===== config.mk =====
export PLATFORM = sky130hd
export DESIGN_NAME = clk_mode_detector_flat
export DESIGN_NICKNAME = d
export VERILOG_FILES = /design/src/rtl/clk_mode_detector_pkg.sv /design/src/rtl/clk_mode_detector_if.sv /design/src/rtl/clk_mode_detector_sync_edge.sv /design/src/rtl/clk_mode_detector.sv /design/src/flat_wrapper.sv
export SDC_FILE = /design/constraint.sdc
export NUM_CORES = 1
export LEC_CHECK = 0
export CORE_MARGIN = 10
export CORE_UTILIZATION = 58
export DETAILED_ROUTE_END_ITERATION = 10
export MAX_ROUTING_LAYER = met4
export PLACE_DENSITY = 0.87
export SLEW_MARGIN = 0
export SYNTH_ARGS = -nofsm -noshare
export SYNTH_HDL_FRONTEND = slang
export SYNTH_SLANG_ARGS = --single-unit

===== constraint.sdc =====
create_clock -name clk -period 4.85 [get_ports clk]
set_input_delay 0.97 -clock clk [delete_from_list [all_inputs] [get_ports clk]]
set_output_delay 0.97 -clock clk [all_outputs]
set_load 0.02 [all_outputs]

===== src/rtl/clk_mode_detector_pkg.sv =====
// Shared types and helpers for the clock-mode detector: FSM states, mode width,
// and the nominal-period / tolerance window of each power-of-two mode.
package clk_mode_pkg;

    localparam int NUM_MODES = 8;
    localparam int MODE_W    = 3;

    typedef logic [MODE_W-1:0] mode_t;

    typedef enum logic [1:0] {
        SEARCH,
        MEASURE,
        CONFIRM,
        LOCKED
    } state_t;

    // Window arithmetic is done at 64 bits so no parameter choice can overflow it.
    typedef logic [63:0] wide_t;

    typedef struct packed {
        wide_t nominal;
        wide_t tol;
    } mode_win_t;

    function automatic mode_win_t mode_window(input wide_t       base,
                                              input int unsigned tol_shift,
                                              input int unsigned k);
        mode_win_t w;
        w.nominal = base << k;
        w.tol     = w.nominal >> tol_shift;
        return w;
    endfunction

endpackage


===== src/rtl/clk_mode_detector_if.sv =====
// Signal bundle between the clock-mode detector (master) and its consumer (slave).
interface clk_mode_detector_if;
    import clk_mode_pkg::*;

    logic  din;
    mode_t expected;
    mode_t mode_out;
    logic  valid;
    logic  mode_chg;
    logic  timeout;
    logic  mismatch;

    modport master (
        input  din, expected,
        output mode_out, valid, mode_chg, timeout, mismatch
    );

    modport slave (
        output din, expected,
        input  mode_out, valid, mode_chg, timeout, mismatch
    );

endinterface


===== src/rtl/clk_mode_detector_sync_edge.sv =====
// Two-flop synchronizer for an asynchronous input followed by a registered
// rising-edge pulse; the pulse appears 3 clk cycles after the input rises.
module sync_edge (
    input  logic clk,
    input  logic rst,
    input  logic i_din,
    output logic o_rise
);

    logic r_meta;
    logic r_sync;
    logic r_prev;
    logic r_rise;

    // NOTE: flops use non-blocking assignments so every stage samples the
    // pre-edge value of the one before it; blocking would collapse the chain.
    always_ff @(posedge clk or posedge rst) begin
        if (rst) begin
            r_meta <= 1'b0;
            r_sync <= 1'b0;
            r_prev <= 1'b0;
            r_rise <= 1'b0;
        end else begin
            r_meta <= i_din;
            r_sync <= r_meta;
            r_prev <= r_sync;
            r_rise <= r_sync & ~r_prev;
        end
    end

    assign o_rise = r_rise;

endmodule


===== src/rtl/clk_mode_detector.sv =====
// Measures the period of a divided clock and decodes its power-of-two mode,
// locking after two consecutive matching periods. Optional EXPECT_CHECK_EN
// compares the locked mode against the generator's claimed mode.
module clk_mode_detector
    import clk_mode_pkg::*;
#(
    parameter int unsigned BASE_PERIOD = 10000000,
    parameter int unsigned TOL_SHIFT   = 4,
    parameter int unsigned CNT_W       = 32
) (
    input  logic                       clk,
    input  logic                       rst,
    clk_mode_detector_if.master        m_if
);

    localparam wide_t              N_MAX = wide_t'(BASE_PERIOD) << (NUM_MODES - 1);
    localparam logic [CNT_W-1:0]   TMAX  = CNT_W'(N_MAX + (N_MAX >> TOL_SHIFT) + 64'd1);

    logic w_rise;

    sync_edge u_sync_edge (
        .clk    (clk),
        .rst    (rst),
        .i_din  (m_if.din),
        .o_rise (w_rise)
    );

    state_t           r_state,    w_state_nxt;
    logic [CNT_W-1:0] r_cnt,      w_cnt_nxt;
    mode_t            r_cand,     w_cand_nxt;
    mode_t            r_mode_out, w_mode_nxt;
    logic             r_valid,    w_valid_nxt;
    logic             r_mode_chg, w_chg_nxt;
    logic             r_timeout,  w_timeout_nxt;

    logic [CNT_W:0] w_period;
    wide_t          w_period_wide;
    mode_win_t      w_win;
    logic           w_match;
    mode_t          w_match_mode;
    logic           w_sat;

    // Classifier: windows never overlap, so at most one mode can match.
    always_comb begin
        w_period      = (CNT_W+1)'(r_cnt) + 1'b1;
        w_period_wide = wide_t'(w_period);
        w_win         = '0;
        w_match       = 1'b0;
        w_match_mode  = '0;
        for (int k = 0; k < NUM_MODES; k++) begin
            w_win = mode_window(wide_t'(BASE_PERIOD), TOL_SHIFT, k);
            if (w_period_wide >= w_win.nominal - w_win.tol &&
                w_period_wide <= w_win.nominal + w_win.tol) begin
                w_match      = 1'b1;
                w_match_mode = mode_t'(k);
            end
        end
    end

    assign w_sat = (r_cnt == TMAX);

    always_ff @(posedge clk or posedge rst) begin
        if (rst) begin
            r_state    <= SEARCH;
            r_cnt      <= '0;
            r_cand     <= '0;
            r_mode_out <= '0;
            r_valid    <= 1'b0;
            r_mode_chg <= 1'b0;
            r_timeout  <= 1'b0;
        end else begin
            r_state    <= w_state_nxt;
            r_cnt      <= w_cnt_nxt;
            r_cand     <= w_cand_nxt;
            r_mode_out <= w_mode_nxt;
            r_valid    <= w_valid_nxt;
            r_mode_chg <= w_chg_nxt;
            r_timeout  <= w_timeout_nxt;
        end
    end

    // NOTE: every output of this block gets a default first; a path that
    // skipped an assignment would otherwise infer a latch.
    always_comb begin
        w_state_nxt   = r_state;
        w_cnt_nxt     = w_sat ? r_cnt : r_cnt + 1'b1;
        w_cand_nxt    = r_cand;
        w_mode_nxt    = r_mode_out;
        w_valid_nxt   = r_valid;
        w_chg_nxt     = 1'b0;
        w_timeout_nxt = r_timeout;

        if (w_rise) begin
            w_cnt_nxt = '0;
            unique case (r_state)
                SEARCH: w_state_nxt = MEASURE;
                MEASURE: begin
                    if (w_match) begin
                        w_cand_nxt  = w_match_mode;
                        w_state_nxt = CONFIRM;
                    end
                end
                CONFIRM: begin
                    if (!w_match) begin
                        w_state_nxt = MEASURE;
                    end else if (w_match_mode == r_cand) begin
                        w_state_nxt   = LOCKED;
                        w_mode_nxt    = r_cand;
                        w_valid_nxt   = 1'b1;
                        w_chg_nxt     = 1'b1;
                        w_timeout_nxt = 1'b0;
                    end else begin
                        w_cand_nxt = w_match_mode;
                    end
                end
                LOCKED: begin
                    // mode_out keeps the last locked value until a new lock.
                    if (!w_match) begin
                        w_valid_nxt = 1'b0;
                        w_state_nxt = MEASURE;
                    end else if (w_match_mode != r_mode_out) begin
                        w_valid_nxt = 1'b0;
                        w_cand_nxt  = w_match_mode;
                        w_state_nxt = CONFIRM;
                    end
                end
                default: w_state_nxt = SEARCH;
            endcase
        end else if (w_sat && r_state != SEARCH) begin
            w_state_nxt   = SEARCH;
            w_valid_nxt   = 1'b0;
            w_timeout_nxt = 1'b1;
        end
    end

    assign m_if.mode_out = r_mode_out;
    assign m_if.valid    = r_valid;
    assign m_if.mode_chg = r_mode_chg;
    assign m_if.timeout  = r_timeout;

`ifdef EXPECT_CHECK_EN
    logic r_mismatch;

    always_ff @(posedge clk or posedge rst) begin
        if (rst) begin
            r_mismatch <= 1'b0;
        end else begin
            r_mismatch <= r_valid && (r_mode_out != m_if.expected);
        end
    end

    assign m_if.mismatch = r_mismatch;
`else
    logic w_unused_expected;

    assign w_unused_expected = ^m_if.expected;
    assign m_if.mismatch     = 1'b0;
`endif

endmodule


===== src/flat_wrapper.sv =====
// flat-port wrapper written by rule: the top's interface ports become plain ports
module clk_mode_detector_flat import clk_mode_pkg::*;
#(
    parameter int unsigned BASE_PERIOD = 10000000,
    parameter int unsigned TOL_SHIFT   = 4,
    parameter int unsigned CNT_W       = 32
)
  (clk, rst, m_if_din, m_if_expected, m_if_mode_out, m_if_valid, m_if_mode_chg, m_if_timeout, m_if_mismatch);
  clk_mode_detector_if m_if_i ();
  input  logic clk;
  input  logic rst;
  input wire logic [$bits(m_if_i.din)-1:0] m_if_din;
  input wire logic [$bits(m_if_i.expected)-1:0] m_if_expected;
  output wire logic [$bits(m_if_i.mode_out)-1:0] m_if_mode_out;
  output wire logic [$bits(m_if_i.valid)-1:0] m_if_valid;
  output wire logic [$bits(m_if_i.mode_chg)-1:0] m_if_mode_chg;
  output wire logic [$bits(m_if_i.timeout)-1:0] m_if_timeout;
  output wire logic [$bits(m_if_i.mismatch)-1:0] m_if_mismatch;
  assign m_if_i.din = m_if_din;
  assign m_if_i.expected = m_if_expected;
  assign m_if_mode_out = m_if_i.mode_out;
  assign m_if_valid = m_if_i.valid;
  assign m_if_mode_chg = m_if_i.mode_chg;
  assign m_if_timeout = m_if_i.timeout;
  assign m_if_mismatch = m_if_i.mismatch;
  clk_mode_detector #(.BASE_PERIOD(BASE_PERIOD), .TOL_SHIFT(TOL_SHIFT), .CNT_W(CNT_W)) u_core (.clk(clk), .rst(rst), .m_if(m_if_i));
endmodule

==> run_results.csv <==
group,metric,value,unit
sta,worst_clock_skew,15.4,ps
pwr,ir_drop,216,uV
logic_synthesis,yosysSeqAreaShare,0.247,
run_status,status,"complete, no violations",
routing,drc,0,
routing,drtPass1Iterations,6,
layout,layout.cells.non_filler,765,
pwr,power.leakage,2.14,nW
cts,worstSkewPairLatency,310,ps
logic_synthesis,ys_async_sr_fraction,1.00,
logic_synthesis,yosysTopAreaCell,"dfrtp_1",
logic_synthesis,yosysUniqueCellTypes,80,
cts,cts_buffers,5,
setup_path,timing.rr.start,"u_core.r_cnt[1]$_DFFE_PP0P_",
floorplanning,core_area,8090,sq um
layout,seq_area,1180,sq um
placed_design,dp_slack,201,ps
layout,layout-drive-gt1-share,0.174,
floorplanning,rows,33,
sta,setup_viol,0,
layout,area_growth,13.6,%
sta,tightestPinTransition,1160,ps
logic_synthesis,synthCells,622,
grt,grt_max_degree,48,
pwr,p_total,0.895,mW
floorplanning,initial_utilization,0.589,
floorplanning,num_io_pins,13,
min_path,hold_class,"reg2reg",
sta,layout_min_cycle_time,4670,ps
routing,drt_iter0_drc,809,
flow_run,maxCapViolations,0,
logic_synthesis,synth.most_common_cell,"nor2_1",
cts,cts_tree,"built",
placed_design,gp_congestion,1.06,
logic_synthesis,synth-edff-count,0,
layout,final_design_area_no_fill,5420,sq um
grt,antenna_found_initial,0,
setup_path,criticalPathCategory,"reg2reg",
cts,cts_root_buf,"clkbuf_8",
logic_synthesis,yosys_warnings,0,
setup_path,worstPathRequired,5040,ps
layout,multi_input_area,3370,sq um
setup_path,cp.arrival,4860,ps
logic_synthesis,synthesis.nets,631,
layout,fillers,703,
cts,htree_levels,2,
placed_design,placed_area,5220,sq um
min_path,hp-start,"u_core.u_sync_edge.r_meta$_DFF_PP0_",
logic_synthesis,ys.flop_type,"dfrtp_1",
sta,relSlewSlack,0.218,
logic_synthesis,synth_commonest_cells,"nor2_1, dfrtp_1, nand2_1",
setup_path,end_kind,"flip-flop",
grt,grt_first_pass_wirelength,27600,um
routing,antenna_left,0,
logic_synthesis,syn_avg_cell_area,7.67,sq um
routing,wl_per_cell,23.5,um
sta,setup_ws,181,ps
logic_synthesis,syn-cell-area,4770,sq um
routing,wl,18000,um
cts,clkTransAtPathRegs,100,ps
floorplanning,die_w,111,um
grt,grt_pass1_vias,5100,
sta,finalCritPeriodShare,0.963,
grt,track_usage,0.280,
sta,maxSlewViolCount,0,
sta,hold_viol,0,
placed_design,place_inst,746,
placed_design,port_buffers,8,
setup_path,cp_max_fo,15,
sta,holdWs,368,ps
cts,clock_path_buffers,2,
cts,clock-sinks,47,
setup_path,critPathLaunchType,"flip-flop",
placed_design,place_hpwl,13500,um
routing,vias,5446,
routing,vias_per_cell,7.12,
layout,n_antenna_cell,0,
logic_synthesis,ys_ff_latch,47,
layout,final_core_util,0.670,
floorplanning,die-area,12200,sq um
sta,fmax,214,MHz
logic_synthesis,yosys.area.top_type_share,0.247,
sta,rsz0062_at_grt,"no",
grt,overflow,0,
layout,fin_nets,668,
sta,setup_tns,0,ps
pwr,pwr_density_cell,165,nW/um^2
logic_synthesis,synth_area_leaders,"dfrtp_1, xnor2_1, nor2_1, nor3_1, nand2_1",
setup_path,crit_start,"u_core.r_cnt[1]$_DFFE_PP0P_",
floorplanning,die_y,111,um
[worst max-delay path, stage by stage, from the launching register on]
cell	delay, ps
dfrtp_1	370
buf_4	230
nand2_1	200
or4_4	530
buf_4	170
o21a_1	210
or4_1	550
nor3_2	200
o41ai_1	120
buf_4	170
a211o_1	290
a21oi_1	270
nor4b_4	80
buf_4	170
a41o_1	230
nor3b_1	290
nand2_2	170
mux2_2	300
[cell families after synthesis]
logic type | count (synthesis) | share of synthesized area
xor+xnor | 48 | 0.0882
flops | 47 | 0.247
compound gates | 138 | 0.210
other cells | 1 | 0.000786
simple gates | 312 | 0.371
mux | 9 | 0.0197
fa+ha+maj | 3 | 0.00787
buf+inv | 64 | 0.0559
[final cells by class]
class | instances | area share
tap | 105 | 0.0242
timing repair buffer | 77 | 0.111
inverter | 16 | 0.0111
clock buffer | 7 | 0.0141
multi-input combinational | 512 | 0.622
clock inverter | 1 | 0.000924
sequential | 47 | 0.217
[per-layer routing]
layer,wire length (um),vias up,part of all wire,GRT usage
met5,0,-,0,-
met4,1030,0,0.057,0.145
met3,1950,93,0.11,0.0390
met2,7970,415,0.44,0.423
met1,7020,2522,0.39,0.356
li1,-,2416,-,-
[registers in the layout, indices dropped and copies added, names as in the netlist, 2 cells and up]
signal,count
u_core.r_cand,3
u_core.m_if.mode_out,3
u_core.r_cnt,32
u_core.r_state,2
[timing repair]
action	4_1_cts	5_1_grt
setup endpoints to repair	0	8
hold buffers	0	0
gates resized for setup	0	9
buffers inserted	0	10
[final timing paths]
path	slack [ps]	to	depth (start not counted)
max in group asynchronous	2930	u_core.r_cnt[9]$_DFFE_PP0P_	2
min reg2reg	370	u_core.u_sync_edge.r_sync$_DFF_PP0_	0
max	180	u_core.m_if.mode_out[0]$_DFFE_PP0P_	17
min	370	u_core.u_sync_edge.r_sync$_DFF_PP0_	0
min in group asynchronous	1270	u_core.r_cnt[8]$_DFFE_PP0P_	2
max reg2reg	180	u_core.m_if.mode_out[0]$_DFFE_PP0P_	17
[placed cells by master (no fill, tap or decap), types with 5 or more instances in the layout]
cell type and n:
a21oi_1 18, or3_1 8, nor3_1 32, and4_1 8, a31oi_1 12, o21a_1 8, nor3b_1 5, nor4_2 6
nand3_1 30, mux2i_1 6, or4_1 5, nor2_1 75, xnor2_1 35, nand2_1 44, o21ai_0 18, xor2_1 13
nand4_1 20, or2_2 8, buf_4 68, inv_1 15, and3_1 9, nor4_1 22, clkbuf_8 5, a211oi_1 8
clkdlybuf4s50_1 8, o2111ai_1 7, o31ai_1 8, o41ai_1 5, nor3_2 5, dfrtp_1 47
[report_power, final]
| part | internal [mW] | switching, mW |
|---|---|---|
| sequential | 0.407 | 0.0214 |
| clock | 0.102 | 0.144 |
| combinational | 0.0744 | 0.146 |
| total | 0.583 | 0.312 |
No activity file was read; power rests on OpenSTA's default activity.
